==> src/rtl/mips_pkg.sv <==
// Shared definitions for the MIPS core hazard logic: MULT/DIV op encodings,
// hazard sequencer state type and default latencies.
package mips_pkg;

  typedef enum logic [1:0] {
    MD_NONE = 2'b00,
    MD_MULT = 2'b01,
    MD_DIV  = 2'b10
  } md_op_e;

  typedef enum logic {
    HC_IDLE    = 1'b0,
    HC_MD_BUSY = 1'b1
  } hc_state_e;

  localparam int DEF_MUL_CYCLES = 4;
  localparam int DEF_DIV_CYCLES = 32;
  localparam int DEF_CNT_W      = 32;

  // Encoding 2'b11 is reserved and behaves exactly like MD_NONE.
  function automatic logic is_md_op(input logic [1:0] op);
    return (op == MD_MULT) || (op == MD_DIV);
  endfunction

endpackage

==> src/rtl/hazard_controller_if.sv <==
// ID/EX hazard-detection inputs and pipeline control outputs between the
// pipeline datapath (master) and the hazard controller (slave).
interface hazard_if;
  logic [4:0] id_rs;
  logic [4:0] id_rt;
  logic       id_uses_rs;
  logic       id_uses_rt;
  logic [1:0] id_md_op;
  logic       id_reads_hilo;
  logic       id_ex_mem_read;
  logic [4:0] id_ex_write_reg_addr;
  logic       ex_branch_taken;
  logic       pc_write;
  logic       if_id_write;
  logic       if_id_flush;
  logic       id_ex_bubble;
  logic       md_start;
  logic       md_is_div;
  logic       md_busy;

  modport master (
    output id_rs, id_rt, id_uses_rs, id_uses_rt, id_md_op, id_reads_hilo,
           id_ex_mem_read, id_ex_write_reg_addr, ex_branch_taken,
    input  pc_write, if_id_write, if_id_flush, id_ex_bubble,
           md_start, md_is_div, md_busy
  );

  modport slave (
    input  id_rs, id_rt, id_uses_rs, id_uses_rt, id_md_op, id_reads_hilo,
           id_ex_mem_read, id_ex_write_reg_addr, ex_branch_taken,
    output pc_write, if_id_write, if_id_flush, id_ex_bubble,
           md_start, md_is_div, md_busy
  );
endinterface

==> src/rtl/hazard_controller_md_sequencer.sv <==
// MULT/DIV issue sequencer: launches the unit from IDLE and holds busy for the
// configured number of cycles.
module md_sequencer
  import mips_pkg::*;
#(
  parameter int MUL_CYCLES = DEF_MUL_CYCLES,
  parameter int DIV_CYCLES = DEF_DIV_CYCLES
) (
  input  logic       clk,
  input  logic       rst,
  input  logic [1:0] md_op,
  input  logic       block,
  output logic       md_start,
  output logic       md_is_div,
  output logic       busy
);

  localparam int CW = (DIV_CYCLES > 1) ? $clog2(DIV_CYCLES) : 1;
  localparam logic [CW-1:0] MUL_LAST = CW'(MUL_CYCLES - 1);
  localparam logic [CW-1:0] DIV_LAST = CW'(DIV_CYCLES - 1);

  hc_state_e     state, state_next;
  logic [CW-1:0] md_cnt, md_cnt_next;

  always_ff @(posedge clk or posedge rst) begin
    if (rst) begin
      state  <= HC_IDLE;
      md_cnt <= '0;
    end else begin
      state  <= state_next;
      md_cnt <= md_cnt_next;
    end
  end

  // block covers a taken branch (op is squashed) and a load-use stall (op not yet issuable).
  always_comb begin
    state_next  = state;
    md_cnt_next = md_cnt;
    md_start    = 1'b0;
    md_is_div   = 1'b0;
    busy        = 1'b0;
    case (state)
      HC_IDLE: begin
        if (is_md_op(md_op) && !block) begin
          md_start    = 1'b1;
          md_is_div   = md_op[1];
          state_next  = HC_MD_BUSY;
          md_cnt_next = md_op[1] ? DIV_LAST : MUL_LAST;
        end
      end
      HC_MD_BUSY: begin
        busy = 1'b1;
        if (md_cnt == '0) state_next = HC_IDLE;
        else              md_cnt_next = md_cnt - CW'(1);
      end
      default: state_next = HC_IDLE;
    endcase
  end

endmodule

==> src/rtl/hazard_controller.sv <==
// Pipeline hazard controller: load-use and MULT/DIV stalls, branch flushes,
// and a saturating stall-cycle counter.
module hazard_controller
  import mips_pkg::*;
#(
  parameter int MUL_CYCLES = DEF_MUL_CYCLES,
  parameter int DIV_CYCLES = DEF_DIV_CYCLES,
  parameter int CNT_W      = DEF_CNT_W
) (
  input  logic             clk,
  input  logic             rst,
  hazard_if.slave          hz,
  output logic [CNT_W-1:0] stall_cycles
);

  logic load_use;
  logic md_hazard;
  logic stall;
  logic busy;

  md_sequencer #(
    .MUL_CYCLES(MUL_CYCLES),
    .DIV_CYCLES(DIV_CYCLES)
  ) u_md_seq (
    .clk      (clk),
    .rst      (rst),
    .md_op    (hz.id_md_op),
    .block    (hz.ex_branch_taken || load_use),
    .md_start (hz.md_start),
    .md_is_div(hz.md_is_div),
    .busy     (busy)
  );

  // A taken branch squashes the stalled instruction, so the flush wins and the PC moves on.
  always_comb begin
    load_use = hz.id_ex_mem_read && (hz.id_ex_write_reg_addr != 5'd0) &&
               ((hz.id_uses_rs && (hz.id_rs == hz.id_ex_write_reg_addr)) ||
                (hz.id_uses_rt && (hz.id_rt == hz.id_ex_write_reg_addr)));
    md_hazard       = busy && (is_md_op(hz.id_md_op) || hz.id_reads_hilo);
    stall           = (load_use || md_hazard) && !hz.ex_branch_taken;
    hz.pc_write     = !stall;
    hz.if_id_write  = !stall;
    hz.if_id_flush  = hz.ex_branch_taken;
    hz.id_ex_bubble = stall || hz.ex_branch_taken;
    hz.md_busy      = busy;
  end

  always_ff @(posedge clk or posedge rst) begin
    if (rst)
      stall_cycles <= '0;
    else if (stall && (stall_cycles != '1))
      stall_cycles <= stall_cycles + CNT_W'(1);
  end

endmodule

==> src/flat_wrapper.sv <==
// flat-port wrapper written by rule: the top's interface ports become plain ports
module hazard_controller_flat import mips_pkg::*;
#(
  parameter int MUL_CYCLES = DEF_MUL_CYCLES,
  parameter int DIV_CYCLES = DEF_DIV_CYCLES,
  parameter int CNT_W      = DEF_CNT_W
)
  (clk, rst, stall_cycles, hz_id_rs, hz_id_rt, hz_id_uses_rs, hz_id_uses_rt, hz_id_md_op, hz_id_reads_hilo, hz_id_ex_mem_read, hz_id_ex_write_reg_addr, hz_ex_branch_taken, hz_pc_write, hz_if_id_write, hz_if_id_flush, hz_id_ex_bubble, hz_md_start, hz_md_is_div, hz_md_busy);
  hazard_if hz_i ();
  input  logic clk;
  input  logic rst;
  output logic [CNT_W-1:0] stall_cycles;
  input wire logic [$bits(hz_i.id_rs)-1:0] hz_id_rs;
  input wire logic [$bits(hz_i.id_rt)-1:0] hz_id_rt;
  input wire logic [$bits(hz_i.id_uses_rs)-1:0] hz_id_uses_rs;
  input wire logic [$bits(hz_i.id_uses_rt)-1:0] hz_id_uses_rt;
  input wire logic [$bits(hz_i.id_md_op)-1:0] hz_id_md_op;
  input wire logic [$bits(hz_i.id_reads_hilo)-1:0] hz_id_reads_hilo;
  input wire logic [$bits(hz_i.id_ex_mem_read)-1:0] hz_id_ex_mem_read;
  input wire logic [$bits(hz_i.id_ex_write_reg_addr)-1:0] hz_id_ex_write_reg_addr;
  input wire logic [$bits(hz_i.ex_branch_taken)-1:0] hz_ex_branch_taken;
  output wire logic [$bits(hz_i.pc_write)-1:0] hz_pc_write;
  output wire logic [$bits(hz_i.if_id_write)-1:0] hz_if_id_write;
  output wire logic [$bits(hz_i.if_id_flush)-1:0] hz_if_id_flush;
  output wire logic [$bits(hz_i.id_ex_bubble)-1:0] hz_id_ex_bubble;
  output wire logic [$bits(hz_i.md_start)-1:0] hz_md_start;
  output wire logic [$bits(hz_i.md_is_div)-1:0] hz_md_is_div;
  output wire logic [$bits(hz_i.md_busy)-1:0] hz_md_busy;
  assign hz_i.id_rs = hz_id_rs;
  assign hz_i.id_rt = hz_id_rt;
  assign hz_i.id_uses_rs = hz_id_uses_rs;
  assign hz_i.id_uses_rt = hz_id_uses_rt;
  assign hz_i.id_md_op = hz_id_md_op;
  assign hz_i.id_reads_hilo = hz_id_reads_hilo;
  assign hz_i.id_ex_mem_read = hz_id_ex_mem_read;
  assign hz_i.id_ex_write_reg_addr = hz_id_ex_write_reg_addr;
  assign hz_i.ex_branch_taken = hz_ex_branch_taken;
  assign hz_pc_write = hz_i.pc_write;
  assign hz_if_id_write = hz_i.if_id_write;
  assign hz_if_id_flush = hz_i.if_id_flush;
  assign hz_id_ex_bubble = hz_i.id_ex_bubble;
  assign hz_md_start = hz_i.md_start;
  assign hz_md_is_div = hz_i.md_is_div;
  assign hz_md_busy = hz_i.md_busy;
  hazard_controller #(.MUL_CYCLES(MUL_CYCLES), .DIV_CYCLES(DIV_CYCLES), .CNT_W(CNT_W)) u_core (.clk(clk), .rst(rst), .hz(hz_i), .stall_cycles(stall_cycles));
endmodule
==> config.mk <==
export PLATFORM = sky130hd
export DESIGN_NAME = hazard_controller_flat
export DESIGN_NICKNAME = d
export VERILOG_FILES = /design/src/rtl/mips_pkg.sv /design/src/rtl/hazard_controller_if.sv /design/src/rtl/hazard_controller_md_sequencer.sv /design/src/rtl/hazard_controller.sv /design/src/flat_wrapper.sv
export SDC_FILE = /design/constraint.sdc
export NUM_CORES = 1
export LEC_CHECK = 0
export ABC_AREA = 1
export BUFFER_PORTS_ARGS = -buffer_cell sky130_fd_sc_hd__buf_2
export CAP_MARGIN = 20
export CORE_MARGIN = 3
export CORE_UTILIZATION = 57
export CTS_CLUSTER_DIAMETER = 200
export DETAILED_ROUTE_END_ITERATION = 8
export MAX_ROUTING_LAYER = met4
export PLACE_DENSITY = 0.81
export SLEW_MARGIN = 20
export SYNTH_ARGS = -nofsm -noshare
export SYNTH_HDL_FRONTEND = slang
export SYNTH_SLANG_ARGS = --single-unit
==> constraint.sdc <==
create_clock -name clk -period 3.9 [get_ports clk]
set_clock_uncertainty 0.2 [all_clocks]
set_input_delay 0.78 -clock clk [delete_from_list [all_inputs] [get_ports clk]]
set_output_delay 0.78 -clock clk [all_outputs]
set_load 0.02 [all_outputs]
==> results.py <==
metrics = {
    "floorplanning": {
        "fp-row-count": 25,
        "ioPinCount": 63,
        "die_h_um": 76.9,
        "die-area_um2": 5910,
        "start_util_pct": 59.9,
        "die_x_um": 76.9,
        "core_um2": 4790,
    },
    "synth": {
        "synth-compound-area-share_pct": 1.40,
        "synth_nets": 482,
        "synth_top_area_share_pct": 33.2,
        "ys_ff_latch": 38,
        "synthTopCellsByArea": "dfrtp_1, nand2_1, nor2_1, nand4_1, inv_1",
        "synthCells": 455,
        "synth_top_family_by_area": "simple AND/OR/NAND/NOR gates",
        "synthAdderAreaFrac_pct": 1.31,
        "synth-simple-area-share_pct": 50.9,
        "synth_xor_area_share_pct": 5.20,
        "seq_area_frac_synth_pct": 33.2,
        "ys_types": 21,
        "yosys.area.top_type": "dfrtp_1",
        "ys_warn_count": 0,
        "synth_area_um2": 2870,
        "synth_mux_area_share_pct": 0,
        "avgSynthCellArea_um2": 6.30,
    },
    "timing": {
        "final_max_slew_viol_count": 0,
        "finalCriticalPeriod_ps": 2790,
        "rsz0062_at_grt": "no",
        "hold_violations": 0,
        "post-route-period-util_pct": 71.5,
        "worst_pin_slew_ps": 644,
        "setup_ws_ps": 1110,
        "finalSetupViolations": 0,
        "fmax_ghz": 0.359,
        "max_slew_margin_pct": 57.0,
        "finalSetupTns_ps": 0,
    },
    "route": {
        "drtAntennaViolNets": 0,
        "met2_length_mm": 3.24,
        "dr_wl_met3_um": 454,
        "highest_layer": "met4",
        "finalWirelength_mm": 7.15,
        "drtIter0Drc": 201,
        "viasPerCell": 5.17,
        "firstDrtPassIters": 4,
        "num_vias": 3001,
        "m1WireLength_mm": 3.38,
        "drc": 0,
        "avgRoutedWirePerCell_um": 12.3,
    },
    "power": {
        "seq_power_share_pct": 41.2,
        "p_per_area_nw_per_um2": 379,
        "vdd_drop_max_uv": 436,
        "p_leak_nw": 1.82,
        "p_sw_share_pct": 40.7,
        "p_int_mw": 0.739,
        "combPwrFrac_pct": 36.3,
        "clock_power_share_pct": 22.5,
        "p_sw_mw": 0.506,
    },
    "critical_path": {
        "worst_setup_path_start_kind": "input pin",
        "arrival_ps": 1810,
        "path_class": "input pin to primary output",
        "startpoint": "hz_id_ex_write_reg_addr[2]",
        "cp_max_fo": 4,
        "required_ps": 2920,
        "end_kind": "primary output",
        "r2r_start": "u_core.stall_cycles[0]$_DFFE_PP0P_",
    },
    "hold_path": {
        "min_from": "u_core.u_md_seq.md_cnt[0]$_DFFE_PP0P_",
        "hold_class": "register to register",
    },
    "placement": {
        "dp_slack_ps": 874,
        "numPortBuffers": 62,
        "hpwl_mm": 5.42,
        "gp_congestion": 0.957,
        "place_area_um2": 3200,
    },
    "final_layout": {
        "diodes": 0,
        "multiInputGateArea_um2": 1690,
        "final_area_um2": 3290,
        "drive_above_1_share_pct": 15.8,
        "fillCellCount": 450,
        "fin_nets": 540,
        "area_growth_pct": 14.7,
        "final_core_util_pct": 68.7,
        "seq_area_um2": 951,
    },
    "clock_tree": {
        "numCtsBuffers": 5,
        "clockBufferDepth": 2,
        "htreeDepth": 2,
        "cts_setup_buffers": 0,
        "ctsHoldBuffers": 0,
        "cts.sinks": 38,
        "cts_root_buf": "clkbuf_8",
        "clkTransAtPathRegs_ps": 70,
        "cts-resized-gates": 0,
        "insertion_delay_ps": 290,
        "cts_tree": "built",
    },
    "global_routing": {
        "grt_max_degree": 39,
        "grt_pass1_wl_mm": 12.3,
        "grt.total_usage_pct": 26.0,
        "antenna_found_initial": 0,
        "grt_pass1_vias": 2729,
        "overflow": 0,
    },
    "job": {
        "max_cap_violations": 0,
    },
    "run_status": {
        "status": "complete, no violations",
    },
}
registers in the layout, indices dropped and copies added, names as in the netlist:
name and cells:
u_core.stall_cycles 32, u_core.u_md_seq.md_cnt 5, u_core.u_md_seq.state 1
kinds of logic after synthesis:
group	after synthesis
and+or+nand+nor	338
adders and majority gates	3
DFF	38
buffers and inverters	51
AOI/OAI and AO/OA	8
xor gates and xnor gates	17
placed cells by master (no fill, tap or decap), types with 3 or more instances in the layout:
cell type,instances
nand3_1,7
clkbuf_8,6
nor2_1,57
inv_1,35
o21ai_0,7
buf_2,62
nand2_1,214
nand4_1,34
xor2_1,12
ha_1,3
nand3_2,3
xnor2_1,5
buf_4,4
nand3b_1,16
nor2_2,5
dfrtp_1,38
power groups by stage:
| stage | Clock (mW) | Sequential (mW) | Combinational, mW |
|---|---|---|---|
| global route | 0.306 | 0.521 | 0.515 |
| global placement | 0 | 0.517 | 0.438 |
| floorplan | 0 | 0.536 | 0.325 |
| finish | 0.281 | 0.513 | 0.452 |
| CTS | 0.288 | 0.512 | 0.453 |
| detailed placement | 0 | 0.518 | 0.452 |
cell usage after synthesis, drive strengths merged:
master,instances
dfrtp,38
buf,11
clkbuf,4
ha,3
xor2,12
nand3b,16
nor2,62
clkinv,1
nand2,214
nor3,1
inv,35
nand4,34
nand3,10
nor3b,1
xnor2,5
o21ai,7
a21oi,1
routing by layer:
layer	track usage, %	up-vias
li1	-	1553
met1	35.0	1355
met2	40.4	85
met3	5.28	8
met4	6.52	0
met5	-	-
per-stage QoR:
stage / hold slack [ps] / std cells / power (mW)
6_report: 302 / 581 / 1.25
5_1_grt: 348 / 581 / 1.34
4_1_cts: 313 / 581 / 1.25
3_5_place_dp: 290 / 573 / 0.970
3_3_place_gp: 285 / 573 / 0.954
2_1_floorplan: 266 / 455 / 0.861
critical path, stage by stage:
cell and delay (ps):
buf_2 100, inv_1 100, nand4_1 120, o21ai_0 170, inv_1 60, nand2_1 100, nand2_1 120, nor2_1 100
buf_2 160
final cells by class:
type / instances / area share, %
Multi-Input combinational cell: 366 / 51.3
Sequential cell: 38 / 28.9
Timing Repair Buffer: 66 / 10.4
Inverter: 36 / 4.11
Clock buffer: 7 / 2.63
Tap cell: 67 / 2.55
Clock inverter: 1 / 0.152
final timing paths:
check / cells past startpoint / slack (ps) / end
worst max-delay path: 9 / 1110 / hz_md_is_div
worst min-delay path: 2 / 300 / u_core.u_md_seq.md_cnt[0]$_DFFE_PP0P_
worst max register to register: 9 / 1610 / u_core.stall_cycles[23]$_DFFE_PP0P_
worst min register to register: 2 / 300 / u_core.u_md_seq.md_cnt[0]$_DFFE_PP0P_
max in group asynchronous: 3 / 2780 / u_core.stall_cycles[13]$_DFFE_PP0P_
min in group asynchronous: 3 / 390 / u_core.stall_cycles[28]$_DFFE_PP0P_
(Power assumes the default switching activity.)
